$ cat src/rtl/mc_pkg.sv
// Shared definitions for the multicycle control sequencer: state encoding,
// datapath mux encodings, ALU command constants and the per-state control
// word decode used by mc_sequencer.
package mc_pkg;

  localparam int unsigned INSTR_W = 32;
  localparam int unsigned FLAGS_W = 4;
  localparam int unsigned CMD_W   = 4;
  localparam int unsigned SEL_W   = 2;
  localparam int unsigned STATE_W = 4;

  // Sequencer states; the encoding is also visible on the debug state port
  typedef enum logic [STATE_W-1:0] {
    S_FETCH    = 4'd0,
    S_DECODE   = 4'd1,
    S_MEMADR   = 4'd2,
    S_MEMREAD  = 4'd3,
    S_MEMWB    = 4'd4,
    S_MEMWRITE = 4'd5,
    S_EXECR    = 4'd6,
    S_EXECI    = 4'd7,
    S_ALUWB    = 4'd8,
    S_BRANCH   = 4'd9
  } state_t;

  // ResultSrc encodings
  localparam logic [SEL_W-1:0] RES_ALUOUT = 2'b00;
  localparam logic [SEL_W-1:0] RES_DATA   = 2'b01;
  localparam logic [SEL_W-1:0] RES_ALU    = 2'b10;

  // ALUSrcA encodings
  localparam logic [SEL_W-1:0] SRCA_REG   = 2'b00;
  localparam logic [SEL_W-1:0] SRCA_PC    = 2'b01;

  // ALUSrcB encodings
  localparam logic [SEL_W-1:0] SRCB_REG   = 2'b00;
  localparam logic [SEL_W-1:0] SRCB_IMM   = 2'b01;
  localparam logic [SEL_W-1:0] SRCB_FOUR  = 2'b10;

  // ALU commands: ADD for address/PC arithmetic, 10xx are flag-only compares
  localparam logic [CMD_W-1:0] CMD_ADD     = 4'b0100;
  localparam logic [1:0]       CMD_CMP_PFX = 2'b10;

  // Instruction Op field
  localparam logic [1:0] OP_DP  = 2'b00;
  localparam logic [1:0] OP_MEM = 2'b01;
  localparam logic [1:0] OP_BR  = 2'b10;

  // Control word held in registers for the current state
  typedef struct packed {
    logic             reg_write;
    logic             mem_write;
    logic             adr_src;
    logic             pc_write;
    logic [SEL_W-1:0] result_src;
    logic [SEL_W-1:0] alu_src_a;
    logic [SEL_W-1:0] alu_src_b;
    logic [CMD_W-1:0] alu_control;
  } ctl_t;

  // Control word for a state; the fetch handshake enables are added separately
  function automatic ctl_t decode_ctl(input state_t s, input logic [CMD_W-1:0] cmd,
                                      input logic rd_pc);
    ctl_t c;
    c             = '0;
    c.result_src  = RES_ALUOUT;
    c.alu_src_a   = SRCA_REG;
    c.alu_src_b   = SRCB_REG;
    c.alu_control = CMD_ADD;
    case (s)
      S_FETCH: begin
        c.alu_src_a  = SRCA_PC;
        c.alu_src_b  = SRCB_FOUR;
        c.result_src = RES_ALU;
      end
      S_DECODE: begin
        c.alu_src_a = SRCA_PC;
        c.alu_src_b = SRCB_FOUR;
      end
      S_MEMADR: begin
        c.alu_src_b = SRCB_IMM;
      end
      S_MEMREAD: begin
        c.adr_src = 1'b1;
      end
      S_MEMWB: begin
        c.result_src = RES_DATA;
        c.reg_write  = 1'b1;
      end
      S_MEMWRITE: begin
        c.adr_src   = 1'b1;
        c.mem_write = 1'b1;
      end
      S_EXECR: begin
        c.alu_control = cmd;
      end
      S_EXECI: begin
        c.alu_src_b   = SRCB_IMM;
        c.alu_control = cmd;
      end
      S_ALUWB: begin
        c.reg_write = 1'b1;
        c.pc_write  = rd_pc;
      end
      S_BRANCH: begin
        c.alu_src_a  = SRCA_PC;
        c.alu_src_b  = SRCB_IMM;
        c.result_src = RES_ALU;
        c.pc_write   = 1'b1;
      end
      default: ;
    endcase
    return c;
  endfunction

endpackage

$ cat src/rtl/cond_eval.sv
// ARM condition-code evaluator.
// Ports: cond - instruction condition field; flags - stored NZCV;
//        pass_c - 1 when the instruction should execute (1111 never passes).
module cond_eval (
  input  logic [3:0] cond,
  input  logic [3:0] flags,
  output logic       pass_c
);

  logic n, z, c, v;

  assign {n, z, c, v} = flags;

  // Full 16-entry decode of the condition field
  always_comb begin
    pass_c = 1'b0;
    case (cond)
      4'b0000: pass_c = z;
      4'b0001: pass_c = ~z;
      4'b0010: pass_c = c;
      4'b0011: pass_c = ~c;
      4'b0100: pass_c = n;
      4'b0101: pass_c = ~n;
      4'b0110: pass_c = v;
      4'b0111: pass_c = ~v;
      4'b1000: pass_c = c & ~z;
      4'b1001: pass_c = ~c | z;
      4'b1010: pass_c = (n == v);
      4'b1011: pass_c = (n != v);
      4'b1100: pass_c = ~z & (n == v);
      4'b1101: pass_c = z | (n != v);
      4'b1110: pass_c = 1'b1;
      default: pass_c = 1'b0;
    endcase
  end

endmodule

$ cat src/rtl/mc_sequencer.sv
// Multicycle ARM-subset control sequencer.
// Ports: clk, reset (async active-low); Instr - IR contents; ALUFlags - NZCV
// from the ALU this cycle; mem_ready - memory completes access this cycle.
// Outputs: datapath enables (PCWrite, IRWrite, RegWrite, MemWrite), selects
// (AdrSrc, ResultSrc, ALUSrcA, ALUSrcB), ALUControl, stored Flags, debug state.
module mc_sequencer
  import mc_pkg::*;
#(
  parameter bit EN_MEM_WAIT = 1'b1
) (
  input  logic               clk,
  input  logic               reset,
  input  logic [INSTR_W-1:0] Instr,
  input  logic [FLAGS_W-1:0] ALUFlags,
  input  logic               mem_ready,
  output logic               PCWrite,
  output logic               IRWrite,
  output logic               RegWrite,
  output logic               MemWrite,
  output logic               AdrSrc,
  output logic [SEL_W-1:0]   ResultSrc,
  output logic [SEL_W-1:0]   ALUSrcA,
  output logic [SEL_W-1:0]   ALUSrcB,
  output logic [CMD_W-1:0]   ALUControl,
  output logic [FLAGS_W-1:0] Flags,
  output logic [STATE_W-1:0] state
);

  state_t             state_q;
  state_t             state_nxt;
  logic               active_q;
  ctl_t               ctl_q;
  ctl_t               ctl_nxt;
  logic [FLAGS_W-1:0] flags_q;
  logic               mem_rdy;
  logic               cond_pass;
  logic               fetch_go;
  logic               flag_upd;

  logic [3:0]         cond_f;
  logic [1:0]         op_f;
  logic [5:0]         funct_f;
  logic [3:0]         rd_f;
  logic [CMD_W-1:0]   cmd_f;
  logic               unused_instr;

  assign cond_f       = Instr[31:28];
  assign op_f         = Instr[27:26];
  assign funct_f      = Instr[25:20];
  assign rd_f         = Instr[15:12];
  assign cmd_f        = Instr[24:21];
  assign unused_instr = ^{Instr[19:16], Instr[11:0]};

  assign mem_rdy = EN_MEM_WAIT ? mem_ready : 1'b1;

  cond_eval u_cond_eval (
    .cond   (cond_f),
    .flags  (flags_q),
    .pass_c (cond_pass)
  );

  // Next-state logic; held in FETCH until the first clock after reset release
  always_comb begin
    state_nxt = state_q;
    if (!active_q) begin
      state_nxt = S_FETCH;
    end else begin
      case (state_q)
        S_FETCH:    if (mem_rdy) state_nxt = S_DECODE;
        S_DECODE: begin
          if (!cond_pass) begin
            state_nxt = S_FETCH;
          end else begin
            case (op_f)
              OP_MEM:  state_nxt = S_MEMADR;
              OP_BR:   state_nxt = S_BRANCH;
              OP_DP:   state_nxt = funct_f[5] ? S_EXECI : S_EXECR;
              default: state_nxt = S_FETCH;
            endcase
          end
        end
        S_MEMADR:   state_nxt = funct_f[0] ? S_MEMREAD : S_MEMWRITE;
        S_MEMREAD:  if (mem_rdy) state_nxt = S_MEMWB;
        S_MEMWB:    state_nxt = S_FETCH;
        S_MEMWRITE: if (mem_rdy) state_nxt = S_FETCH;
        S_EXECR,
        S_EXECI:    state_nxt = (cmd_f[3:2] == CMD_CMP_PFX) ? S_FETCH : S_ALUWB;
        S_ALUWB:    state_nxt = S_FETCH;
        S_BRANCH:   state_nxt = S_FETCH;
        default:    state_nxt = S_FETCH;
      endcase
    end
  end

  // Control word for the state being entered, so the outputs come from flops
  assign ctl_nxt  = decode_ctl(state_nxt, cmd_f, (rd_f == 4'hF));

  // S-bit data-processing instructions capture NZCV at the end of execute
  assign flag_upd = ((state_q == S_EXECR) || (state_q == S_EXECI)) && funct_f[0];

  // State, control word and flag registers
  always_ff @(posedge clk or negedge reset) begin
    if (!reset) begin
      state_q  <= S_FETCH;
      active_q <= 1'b0;
      ctl_q    <= decode_ctl(S_FETCH, CMD_ADD, 1'b0);
      flags_q  <= '0;
    end else begin
      state_q  <= state_nxt;
      active_q <= 1'b1;
      ctl_q    <= ctl_nxt;
      if (flag_upd) flags_q <= ALUFlags;
    end
  end

  // The instruction fetch commits only in the cycle memory answers
  assign fetch_go   = active_q && (state_q == S_FETCH) && mem_rdy;

  assign IRWrite    = fetch_go;
  assign PCWrite    = ctl_q.pc_write | fetch_go;
  assign RegWrite   = ctl_q.reg_write;
  assign MemWrite   = ctl_q.mem_write;
  assign AdrSrc     = ctl_q.adr_src;
  assign ResultSrc  = ctl_q.result_src;
  assign ALUSrcA    = ctl_q.alu_src_a;
  assign ALUSrcB    = ctl_q.alu_src_b;
  assign ALUControl = ctl_q.alu_control;
  assign Flags      = flags_q;
  assign state      = state_q;

endmodule

$ cat config.mk
export PLATFORM = sky130hd
export DESIGN_NAME = mc_sequencer
export DESIGN_NICKNAME = d
export VERILOG_FILES = /design/src/rtl/mc_pkg.sv /design/src/rtl/cond_eval.sv /design/src/rtl/mc_sequencer.sv
export SDC_FILE = /design/constraint.sdc
export NUM_CORES = 1
export LEC_CHECK = 0
export CAP_MARGIN = 20
export CORE_AREA = 2 2 71 73
export CTS_BUF_LIST = sky130_fd_sc_hd__clkbuf_16
export CTS_CLUSTER_SIZE = 10
export DETAILED_ROUTE_END_ITERATION = 16
export DIE_AREA = 0 0 73 75
export PLACE_DENSITY = 0.65
export SYNTH_ARGS = -nofsm -noshare
export SYNTH_HDL_FRONTEND = slang
export SYNTH_SLANG_ARGS = --single-unit
export TNS_END_PERCENT = 10
$ cat constraint.sdc
create_clock -name clk -period 6 [get_ports clk]
set_input_delay 0.6 -clock clk [delete_from_list [all_inputs] [get_ports clk]]
set_output_delay 0.6 -clock clk [all_outputs]
set_load 0.05 [all_outputs]
Word-level counts from Yosys, hierarchy flattened
Cells that the tools add are included.
{"block": "op_classes", "bitwise_logic": 9, "mux": 19, "n_reduce_logical": 16, "n_eq_ne": 35}
{"cell": "4-bit by 3-bit == test with 1-bit output, second input constant", "n": 11}
{"cell": "4-bit == test, second input constant", "n": 10}
{"cell": "4-bit 2-to-1 mux", "n": 7}
{"cell": "4-bit by 2-bit == test with 1-bit output, second input constant", "n": 6}
{"cell": "4-bit case mux with 6 select lines", "n": 1}
{"cell": "1-bit case mux with 15 select lines", "n": 1}
{"cell": "4-bit by 1-bit == test with 1-bit output, second input constant", "n": 3}
{"cell": "4-bit zero test", "n": 3}
{"cell": "4-bit case mux with 3 select lines", "n": 1}
{"cell": "2-bit OR reduction", "n": 6}
{"cell": "2-bit case mux with 2 select lines", "n": 2}
{"cell": "3-bit OR reduction", "n": 2}
{"cell": "1-bit 2-to-1 mux", "n": 5}
{"cell": "2-bit == test, second input constant", "n": 2}
{"cell": "1-bit inverter", "n": 4}
{"cell": "1-bit logical AND", "n": 3}
{"cell": "3-bit 2-to-1 mux", "n": 1}
{"cell": "1-bit bitwise OR", "n": 3}
{"cell": "1-bit AND", "n": 2}
{"cell": "2-bit by 1-bit == test with 1-bit output, second input constant", "n": 1}
{"cell": "2-bit zero test", "n": 1}
{"cell": "1-bit case mux with 2 select lines", "n": 1}
{"cell": "1-bit == test", "n": 1}
{"cell": "1-bit logical OR", "n": 1}
{"cell": "1-bit inequality test", "n": 1}
{"block": "word_totals", "reg_bits": 23, "in_bits": 39}

Logic depth before layout (Yosys ltp)
{"block": "depth", "ltp_word": 9, "ltp_mapped": 7, "depth_no_buf": 6}

Cells and area by module
A second synthesis with hierarchy kept.
{"block": "hier_totals", "hier_cells": 127, "hier_area_um2": 1298.7}
{"module": "mc_sequencer", "cells_per_inst": 99, "area_each_um2": 1104.8, "instances": 1}
{"module": "cond_eval", "cells_per_inst": 28, "area_each_um2": 193.9, "instances": 1}

Worst setup path before layout
OpenSTA, ideal clock, no wires.
{"block": "synth_timing", "kind": "register -> output", "startpoint": "reg Flags[3] (netlist name)", "endpoint": "out IRWrite", "arrival_ns": 3.316, "slack_ns": 2.084, "stages_incl_launch_ff": 7, "cell_sequence": "dfrtp_1 xnor2_1 o32ai_1 o311ai_4 nand3_2 a21o_4 nor4_1"}
{"item": "end: declaration", "line_no": "mc_sequencer.sv:17", "text": "output logic IRWrite,"}

==> out/metrics.yaml <==
sta:
  finClkSkew_ps: 2.097
  hold_violations: 0
  fmax_mhz: 234.5
  setup_ws_ps: 1736
  final.setup.tns_ps: 0
  drv_slew: 0
  rsz0062_at_grt: "false"
  finalCriticalPeriod_ps: 4264
  worst_pin_slew_ps: 710.1
  setup_violations: 0
  finalCritPeriodShare_pct: 71.07
  max_slew_margin_pct: 52.16
worst_setup_path:
  crit_path_max_incr_delay_ps: 850
  r2r-start: "Flags[3]$_DFFE_PN0P_"
  r2r_end: "RegWrite$_DFF_PN0_"
  crit_path_start_kind: "input port"
  path_cells: "clkdlybuf4s50_1, and2_4, o32ai_1, o311ai_4, nand3_2, a21o_4, o41ai_2, clkdlybuf4s50_1"
  cp-endpoint: "PCWrite"
  worstRegToRegCells: 6
  crit_fanout: 11
  critPathSlowestCell: "clkdlybuf4s50_1"
  regToRegSetupSlack_ps: 3910
  path_common_cell: "clkdlybuf4s50_1"
  required_ps: 5400
  criticalPathCategory: "input port to output pin"
  cp.arrival_ps: 3660
  critPathLaunch: "Instr[31]"
  end_kind: "output pin"
global_routing:
  first_global_vias: 1082
  grtUsageTotal_pct: 12.24
  grt_max_degree: 23
  antenna_found_initial: 0
  grt_pass1_wl_mm: 5.161
  grt_overflow_total: 0
detailed_routing:
  vias_per_cell: 4.950
  drc: 0
  routedWlPerCell_um: 14.15
  dr.pass1.iters: 4
  drt_iter0_drc: 49
  finalWirelength_mm: 3.128
  drtAntennaViolNets: 0
  vias: 1094
clock_network:
  cts_tree: "yes"
  clk_pin_slew_ps: 60
  clk_path_buf_depth: 2
  htreeDepth: 1
  cts_sinks: 22
  hold_buffers: 0
  cts_root_buffer: "clkbuf_16"
  postCtsSetupRepairBufs: 0
  clk_latency_ps: 250
  cts_buffers: 3
  cts_resized: 0
place:
  dp.cells: 216
  dp_slack_ps: 1768
  detailed_place_hpwl_mm: 2.367
  io_buffer_count: 44
  routabilityCongestion: 0.8135
pwr:
  switchingPower_mw: 0.1041
  p_sw_share_pct: 27.12
  p_seq_share_pct: 40.8
  clockPowerShare_pct: 36.5
  powerDensity_mw_per_mm2: 202.9
  p_leak_nw: 0.7621
  p_int_mw: 0.2798
  vdd_drop_max_mv: 0.1525
  p_comb_share_pct: 22.7
cells_and_area:
  drive_above_1_share_pct: 19.16
  fillerInstances: 473
  diodes: 0
  areaGrowthSynthToFinish_pct: 36.83
  layout.nets: 207
  layout.cells.non_filler: 221
  seqCellArea_um2: 555.5
  fin_util_pct: 40.59
  multi_input_area_um2: 691.9
die:
  io_pins: 62
  core_mm2: 0.004661
  dieHeight_um: 75
  die_x_um: 73
  start_util_pct: 29.66
  row_count: 25
  dieArea_mm2: 0.005475
synthesis:
  ys_seq_area_share_pct: 40.18
  synth-seq-cells: 22
  syn_inst: 131
  yosys_warnings: 0
  synth-async-reset-ratio_pct: 100.0
  avgSynthCellArea_um2: 10.55
  synth_cell_types: 60
  syn-num-nets: 170
  synth_edf_count: 0
  ys_dominant_reg_cell: "dfrtp_1"
  netlist_area_mm2: 0.001383
run:
  drv_cap: 0
worst_hold_path:
  hold_path_class: "input port to asynchronous set/reset pin"
outcome:
  status: "finished clean"
## flip-flops by register name, indices dropped and copies added (netlist names), 2 cells and up
signal	flops
Flags	4
ALUControl	4
ResultSrc	2
state	4
ALUSrcB	2
## cell families after synthesis
logic type,count (synthesis),synth area share (%)
compound gates,31,20.54
xor+xnor,1,0.6336
buf+inv,20,9.773
flops,22,40.18
mux,6,4.796
other cells,2,0.5432
simple gates,49,23.53
## cells in the mapped netlist, drive strengths merged (2+ instances only)
cell	n	share of area (%)
a2111oi	2	1.4
a211oi	2	1.1
a21oi	5	1.8
a22oi	2	1.1
and2	4	2.1
buf	13	7.9
conb	2	0.54
dfrtp	18	33
dfstp	4	7.6
inv	6	1.6
mux2	5	4.1
nand2	7	2.1
nand2b	4	1.8
nand3	3	1.8
nand4	2	0.90
nor2	7	2.4
nor2b	3	1.5
nor3	6	2.5
nor3b	3	2.0
nor4	2	0.90
o21ai	5	2.6
o21bai	2	1.1
## per-layer routing
layer | global-route usage, % | vias to the layer above | part of all wire, %
met5 | 0 | - | 0
met4 | 2.881 | 0 | 0.99
met3 | 3.614 | 4 | 5.6
met2 | 20.12 | 38 | 49
met1 | 15.94 | 512 | 44
li1 | - | 540 | -
## worst max-delay path, delay by kind of cell
family	cells	cell delay [ps]
buffers and inverters	2	1570
AND/OR/NAND/NOR	2	430
AO/OA/AOI/OAI	4	1060
## area by class of cell
class	count	area share [%]
clock buffer	3	3.968
clock inverter	1	0.1984
inverter	6	1.190
multi-input combinational	89	36.57
sequential	22	29.37
tap	54	3.571
timing repair buffer	46	25.13
## power groups by stage
stage / combinational (mW) / clock [mW] / sequential [mW]
floorplan: 0.0497 / 0 / 0.164
global placement: 0.0845 / 0 / 0.159
detailed placement: 0.0854 / 0 / 0.159
CTS: 0.0859 / 0.141 / 0.157
global route: 0.0938 / 0.150 / 0.157
finish: 0.0873 / 0.140 / 0.157
## layout by cell type (no fill, tap or decap), types with 4 or more instances in the layout
cell             Yosys  routed
nand2b_1             4       4
mux2_2               4       4
nand2_1              6       6
nor3_1               5       5
clkdlybuf4s50_1      0      44
a21oi_1              5       5
dfstp_2              4       4
nor2_1               6       6
dfrtp_1             18      18
inv_1                5       6
## per-stage QoR
step                      total power, mW  hold WS, ps  cell area (um^2)
final                              0.3839        622.8              1892
after global routing               0.4012        630.6              1892
after detailed placement           0.2446        636.3              1785
after global placement             0.2435        615.1              1785
after floorplan                    0.2140        304.4              1383
after CTS                          0.3841        649.8              1864
## how the worst min path moves through the flow
stage | start | end | slack, ps | cells after the start
global route | reset | Flags[3]$_DFFE_PN0P_ | 630 | 1
floorplan | reset | ALUControl[0]$_DFF_PN0_ | 300 | 0
finish | reset | Flags[3]$_DFFE_PN0P_ | 620 | 1
global placement | Flags[1]$_DFFE_PN0P_ | Flags[1]$_DFFE_PN0P_ | 620 | 1
CTS | Flags[1]$_DFFE_PN0P_ | Flags[1]$_DFFE_PN0P_ | 650 | 1
detailed placement | Flags[1]$_DFFE_PN0P_ | Flags[1]$_DFFE_PN0P_ | 640 | 1
Power figures use the tool's default switching activity.
